--- config.mk ---
export PLATFORM = sky130hd
export DESIGN_NAME = sram_arbiter
export DESIGN_NICKNAME = d
export VERILOG_FILES = /design/src/rtl/sram_arb_pkg.sv /design/src/rtl/rr_pick2.sv /design/src/rtl/sram_arbiter.sv
export SDC_FILE = /design/constraint.sdc
export NUM_CORES = 1
export LEC_CHECK = 0
export BUFFER_PORTS_ARGS = -buffer_cell sky130_fd_sc_hd__buf_2
export CAP_MARGIN = 5
export CORE_AREA = 4 4 103 105
export CTS_BUF_LIST = sky130_fd_sc_hd__clkbuf_4
export DETAILED_ROUTE_END_ITERATION = 6
export DIE_AREA = 0 0 107 109
export GPL_ROUTABILITY_DRIVEN = 0
export PLACE_DENSITY_LB_ADDON = 0.15
export SETUP_SLACK_MARGIN = 0.15
export SLEW_MARGIN = 20
export SYNTH_ARGS = -nofsm -noshare
export SYNTH_HDL_FRONTEND = slang
export SYNTH_SLANG_ARGS = --single-unit
--- constraint.sdc ---
create_clock -name clk -period 2.5 [get_ports clk]
set_input_delay 0.125 -clock clk [delete_from_list [all_inputs] [get_ports clk]]
set_output_delay 0.125 -clock clk [all_outputs]
set_load 0.01 [all_outputs]
--- src/rtl/sram_arb_pkg.sv ---
// rtl/sram_arb_pkg.sv - shared types and limits for the two-port SRAM arbiter
package sram_arb_pkg;

   typedef enum logic {IDLE, WAIT} state_t;
   typedef enum logic {GNT_INST, GNT_DATA} grant_t;

   localparam int WAIT_MAX = 15;
   localparam int CNT_W    = $clog2(WAIT_MAX + 1);

endpackage

--- src/rtl/rr_pick2.sv ---
// rtl/rr_pick2.sv - two-way round-robin picker, purely combinational
module rr_pick2
(
   input  logic [1:0] req,
   input  logic       last,
   output logic       grant
);

   // req[0] = instruction, req[1] = data; grant 1 selects data
   always_comb begin
      grant = 1'b0;
      if (req == 2'b11)
         grant = ~last;
      else if (req[1])
         grant = 1'b1;
   end

endmodule

--- src/rtl/sram_arbiter.sv ---
// rtl/sram_arbiter.sv - arbitrates instruction fetch and data access onto one SRAM port
module sram_arbiter
   import sram_arb_pkg::*;
#(
   parameter int WAIT_CYCLES = 1
)
(
   input  logic        clk,
   input  logic        rst,
   input  logic        inst_req,
   input  logic [31:0] inst_addr,
   output logic [31:0] inst_rdata,
   output logic        inst_done,
   output logic        inst_stall,
   input  logic        data_req,
   input  logic [3:0]  data_wen,
   input  logic [31:0] data_addr,
   input  logic [31:0] data_wdata,
   output logic [31:0] data_rdata,
   output logic        data_done,
   output logic        data_stall,
   output logic        sram_en,
   output logic [3:0]  sram_wen,
   output logic [31:0] sram_addr,
   output logic [31:0] sram_wdata,
   input  logic [31:0] sram_rdata
);

   state_t           state;
   grant_t           cur_grant;
   grant_t           last_grant;
   logic [CNT_W-1:0] cnt;
   logic             pick;
   logic             issue;
   logic             done_now;
   grant_t           pick_g;

   rr_pick2 u_pick (
      .req   ({data_req, inst_req}),
      .last  (last_grant == GNT_DATA),
      .grant (pick)
   );

   assign pick_g = pick ? GNT_DATA : GNT_INST;

   // Gating with rst keeps the SRAM port quiet during the reset cycle itself
   assign issue    = rst && (state == IDLE) && (inst_req || data_req);
   assign done_now = rst && (state == WAIT) && (cnt == CNT_W'(1));

   always_ff @(posedge clk) begin
      if (!rst) begin
         state      <= IDLE;
         cnt        <= '0;
         cur_grant  <= GNT_INST;
         last_grant <= GNT_INST;
      end else begin
         case (state)
            IDLE: begin
               if (issue) begin
                  state      <= WAIT;
                  cnt        <= CNT_W'(WAIT_CYCLES);
                  cur_grant  <= pick_g;
                  last_grant <= pick_g;
               end
            end
            WAIT: begin
               cnt <= cnt - CNT_W'(1);
               if (cnt == CNT_W'(1))
                  state <= IDLE;
            end
            default: state <= IDLE;
         endcase
      end
   end

   assign sram_en    = issue;
   assign sram_addr  = issue ? (pick ? data_addr : inst_addr) : 32'h0;
   assign sram_wen   = (issue && pick) ? data_wen : 4'b0000;
   assign sram_wdata = (issue && pick) ? data_wdata : 32'h0;

   assign inst_done  = done_now && (cur_grant == GNT_INST);
   assign data_done  = done_now && (cur_grant == GNT_DATA);
   assign inst_stall = inst_req & ~inst_done;
   assign data_stall = data_req & ~data_done;
   assign inst_rdata = sram_rdata;
   assign data_rdata = sram_rdata;

endmodule

==> impl_metrics.ini, run 1 <==
[timing]
setup_violations = 0
hold_viol = 0
tns_ps = 0
worst_slew_pin_slew_ps = 488
slew_headroom_pct = 67.0
period_minus_slack_ps = 1900
slew_viol_final = 0
clock.fmax_mhz = 527
rsz0062_at_grt = false
finalCritPeriodShare_pct = 75.9
fin_skew_ps = 0.469

[place]
dp_hpwl_mm = 5.46
port_buffers = 176
dp_cells = 486
placed_cell_area_mm2 = 0.00219

[floorplanning]
die-area_mm2 = 0.0117
start_util_pct = 17.5
coreArea_mm2 = 0.00964
rows = 36
die_w_um = 107
die_h_um = 109
num_io_pins = 273

[global_route]
track_usage_pct = 9.98
grt_pass1_wl_mm = 9.46
grt_max_degree = 38
overflow = 0
grt_antenna_before_repair = 0
grt_pass1_vias = 1925

[pwr]
power_density_mw_per_mm2 = 285
static-leakage-power_nw = 1.28
peakVddDrop_mv = 0.0969

[worst_setup_path]
worstPathRequired_ps = 2380
end_kind = output pin
cp.arrival_ps = 1770
r2r-start = state$_SDFF_PN0_
crit_fanout = 22
start_kind = register
r2r_end = last_grant$_SDFFE_PN0P_
rr_worst_depth = 3
reg2reg_setup_slack_ps = 1060
critPathKind = reg -> out

[synthesis]
syn_inst = 253
ys_seq_area_share_pct = 7.11
syn-cell-area_mm2 = 0.00169
synth_ff_type = dfxtp_1
synth-edff-count = 0
yosysTopAreaCell = buf_4
synth_fp_nets = 391
synth_async_sr_flop_share_pct = 0
yosysWarnings = 0
ys_ff_latch = 6
synth.area.top_cells = buf_4 (29%), nand2_1 (15%), a21oi_2 (15%)
avgSynthCellArea_um2 = 6.68
synth_top_area_share_pct = 28.9
yosysUniqueCellTypes = 30

[clock_network]
path_clk_slew_ps = 50
cts_sinks = 6
cts_buffer_depth = 2
post_cts_resized = 0
clk_latency_ps = 240
holdBufCountCts = 0
cts_tree = built
cts_buffers = 3
postCtsSetupBuffers = 0
cts_root_buf = clkbuf_4
htreeDepth = 1

[min_path]
hp-class = in -> reg
min-delay-start = rst
whs_path_depth = 3
holdPathEnd = cnt[0]$_SDFFE_PN0P_

[cells_and_area]
multi_input_area_um2 = 977
num-fill-cells = 1129
regArea_um2 = 120
final_cells = 489
fin_area_mm2 = 0.00221
nets = 496
antenna_cells = 0
fin_util_pct = 23.0
area_growth_pct = 31.0
drive_above_1_share_pct = 61.2

[route]
drc = 0
drt-total-wl_mm = 6.43
ant_nets = 0
drtIter0Drc = 53
viasPerCell = 3.92
avgRoutedWirePerCell_um = 13.2
dr.pass1.iters = 4
vias = 1917

[status]
status = finished clean

[flow_run]
maxCapViolCount = 0
## kinds of logic after synthesis
logic type | count (synthesis) | share of synthesized area, %
buffers and inverters | 82 | 35.0
AOI/OAI and AO/OA | 42 | 21.0
DFF | 6 | 7.11
and+or+nand+nor | 121 | 35.4
adders and majority gates | 2 | 1.48
## how the worst max path moves through the flow
| stage | slack [ps] | endpoint | from | cells after the start |
|---|---|---|---|---|
| 2_1_floorplan | 1140 | inst_stall | cnt[0]$_SDFFE_PN0P_ | 4 |
| 3_3_place_gp | 850 | sram_addr[31] | state$_SDFF_PN0_ | 5 |
| 3_5_place_dp | 830 | sram_addr[31] | state$_SDFF_PN0_ | 5 |
| 4_1_cts | 570 | sram_addr[31] | state$_SDFF_PN0_ | 5 |
| 5_1_grt | 500 | sram_addr[20] | last_grant$_SDFFE_PN0P_ | 5 |
| 6_report | 600 | sram_addr[31] | state$_SDFF_PN0_ | 5 |
## registers in the layout (all words and copies together), names as in the netlist
name and cells:
state 1, cnt 4, last_grant 1
## power breakdown
group,switching [mW],internal [mW]
combinational,0.227,0.188
clock,0.0347,0.0543
sequential,0.0167,0.110
## per-layer routing
metal / GRT usage, % / wire length, µm / vias to the layer above
li1: - / - / 942
met1: 10.4 / 2290 / 845
met2: 19.8 / 3420 / 112
met3: 1.89 / 611 / 18
met4: 3.47 / 108 / 0
met5: 0 / 0 / -
## through the flow
step                      setup slack (ps)  hold slack [ps]  total power [mW]
after global placement                 852              250             0.555
after detailed placement               831              250             0.553
after global routing                   501              214             0.692
final                                  602              208             0.631
after floorplan                       1140              292             0.481
after CTS                              567              205             0.645
## cell type report
type                       instances  share of cell area, %
sequential                         6                   5.43
clock buffer                       3                   1.02
multi-input combinational        165                   44.1
inverter                           3                  0.509
tap                              133                   7.52
timing repair buffer             179                   41.4
## synthesized netlist by cell type (2+ instances only)
cell type,n
nand2_1,69
buf_4,65
and2_1,37
a21oi_2,29
buf_2,8
dfxtp_1,6
a21oi_1,4
buf_6,4
nor2_1,4
clkbuf_1,2
ha_1,2
inv_1,2
nor2b_1,2
nor4_1,2
o21a_1,2
## worst max-delay path: stages (launching register included)
cell      delay [ps]
dfxtp_1          360
nand2b_4         190
or2_2            470
buf_12           240
a21oi_1          120
buf_2            140
## cells in the final DEF (no fill, tap or decap), drive strengths merged, types with 2 or more instances in the layout
master,instances
a21boi,2
a21oi,33
and2,37
buf,179
clkbuf,3
dfxtp,6
ha,2
inv,3
nand2,69
nand2b,2
nor2,5
nor2b,2
nor4,2
o21a,2
Power figures use the tool's default switching activity.
==> run 2, diff against run 1 <==
Settings changed: ABC_AREA set to 1, CORE_AREA 4 4 103 105 to 4 4 104 106, DIE_AREA 0 0 107 109 to 0 0 108 110.
Clock period 2.5 ns to 1.8 ns, I/O delays scaled along.
==> impl_metrics.ini, run 2 <==
[worst_setup_path]
start_kind = register
critical_path.startpoint = state$_SDFF_PN0_
r2r_end = last_grant$_SDFFE_PN0P_
reg2reg_setup_slack_ps = 720
crit_fanout = 29
r2r-start = last_grant$_SDFFE_PN0P_
end_kind = output pin
worstPathRequired_ps = 1710
cp.arrival_ps = 1410
rr_worst_depth = 5
critPathKind = reg -> out

[cells_and_area]
regArea_um2 = 121
final_common_cell = buf_2
largest_reg_flops = 4
max_flop_register = cnt
final_cell_mix = buf_2 (176), nand2_1 (75), inv_1 (44)
top_regs = cnt: 4 flops, last_grant: 1 flops, state: 1 flops
area_growth_pct = 31.6
fin_util_pct = 23.0
nets = 541
final_cells = 534
fin_area_mm2 = 0.00224
num-fill-cells = 1146
multi_input_area_um2 = 833
antenna_cells = 0
drive_above_1_share_pct = 54.4

[clock_network]
post_cts_resized = 0
cts_buffers = 3
clk_latency_ps = 240
cts_tree = built
holdBufCountCts = 0
postCtsSetupBuffers = 0
path_clk_slew_ps = 50
cts_sinks = 6
cts_buffer_depth = 2
cts_root_buf = clkbuf_4
htreeDepth = 1

[min_path]
whs_path_depth = 3
min-delay-start = rst
hp-class = in -> reg
holdPathEnd = cnt[3]$_SDFFE_PN0P_

[floorplanning]
die_h_um = 110
rows = 36
coreArea_mm2 = 0.00977
die-area_mm2 = 0.0119
start_util_pct = 17.4
num_io_pins = 273
die_w_um = 108

[pwr]
power_density_mw_per_mm2 = 390
peakVddDrop_mv = 0.179
static-leakage-power_nw = 1.46
finalPower_uw = 875

[global_route]
grt_pass1_wl_mm = 8.53
grt_pass1_vias = 1874
track_usage_pct = 8.67
grt_max_degree = 38
grt_antenna_before_repair = 0
overflow = 0

[place]
dp_cells = 531
placed_cell_area_mm2 = 0.00221
port_buffers = 176
dp_hpwl_mm = 5.04
dp_slack_ps = 456

[timing]
hold_viol = 0
fin_skew_ps = 7.66
slew_headroom_pct = 73.7
fin_ws_ps = 296
worst_slew_pin_slew_ps = 394
slew_viol_final = 0
hold_ws_ps = 138
finalCritPeriodShare_pct = 83.6
rsz0062_at_grt = false
clock.fmax_mhz = 665
setup_violations = 0
period_minus_slack_ps = 1500
tns_ps = 0

[route]
viasPerCell = 3.72
met3_length_um = 749
drt-met1-wl_mm = 2.05
drc = 0
wl_met2_mm = 2.90
drtIter0Drc = 35
vias = 1987
ant_nets = 0
avgRoutedWirePerCell_um = 11.1
dr.pass1.iters = 4
highest_layer = met4
drt-total-wl_mm = 5.91

[synthesis]
yosysUniqueCellTypes = 19
synth_commonest_cells = nand2_1 (75), buf_4 (64), inv_1 (44), nor2_1 (41), a21oi_2 (28)
synth-simple-area-share_pct = 30.0
synth_mux_area_share_pct = 0
ys_ff_latch = 6
synth_async_sr_flop_share_pct = 0
yosysTopAreaCell = buf_4
yosysWarnings = 0
synth.area.top_cells = buf_4 (28%), nand2_1 (17%), a21oi_2 (14%)
synth_xor_area_share_pct = 0
synth_ff_type = dfxtp_1
synth_top_area_share_pct = 28.2
synth_fp_nets = 433
synth_top_family_by_area = buffers and inverters
ys_seq_area_share_pct = 7.05
avgSynthCellArea_um2 = 5.78
syn_inst = 295
synth-edff-count = 0
synthAdderAreaFrac_pct = 1.47
synth_most_common_cell = nand2_1
syn-cell-area_mm2 = 0.00170
synth_compound_area_share_pct = 17.4

[flow_run]
maxCapViolCount = 0

[status]
status = finished clean
==> run 2: cell types whose count changed in the layout (fill, tap and decap cells not counted), moves of 2 or more <==
cell	delta
nor2_1	+37
and2_1	-37
o21a_1	-2
nor4_1	-2
inv_1	+42
nand2_1	+6
buf_4	-2
nor2b_1	-2
a21oi_1	+3
nand2_4	+2
nand3_1	+4
==> run 2: power by group <==
| group | leakage, nW | internal [mW] | switching, mW | total (mW) |
|---|---|---|---|---|
| sequential | 0.0499 | 0.153 | 0.0188 | 0.172 |
| combinational | 1.40 | 0.246 | 0.332 | 0.579 |
| clock | 0.0138 | 0.0754 | 0.0485 | 0.124 |
==> run 2: worst max-delay path by stage <==
stage / end / depth (start not counted)
final: sram_addr[2] / 5
after global placement: sram_addr[1] / 5
after CTS: sram_addr[27] / 6
after detailed placement: sram_addr[27] / 6
after floorplan: data_stall / 3
after global routing: sram_addr[29] / 6
==> run 2: critical path, stage by stage, from the launching register on <==
cell,delay (ps)
dfxtp_2,360
nor2_4,170
nand2_4,140
buf_12,200
a21oi_1,140
buf_2,150
==> run 2: layout make-up <==
cell class              count  share of cell area, %
repair buffers            179                   41.3
multi-input cells         167                   37.1
inverters                  46                   7.70
well taps                 133                   7.42
flip-flops and latches      6                   5.41
clock buffers               3                   1.00
==> run 2: logic make-up (layout without fill, tap and decap cells) <==
group / count (synthesis) / count (layout)
AND/OR/NAND/NOR: 127 / 127
buffers and inverters: 122 / 228
AO/OA/AOI/OAI: 38 / 38
flip-flops: 6 / 6
adder cells (fa/ha/maj): 2 / 2
==> run 2: layer usage <==
layer | vias up | track usage, %
met4 | 0 | 3.79
met3 | 29 | 2.74
met1 | 809 | 8.84
met2 | 124 | 16.3
li1 | 1025 | -
met5 | - | 0
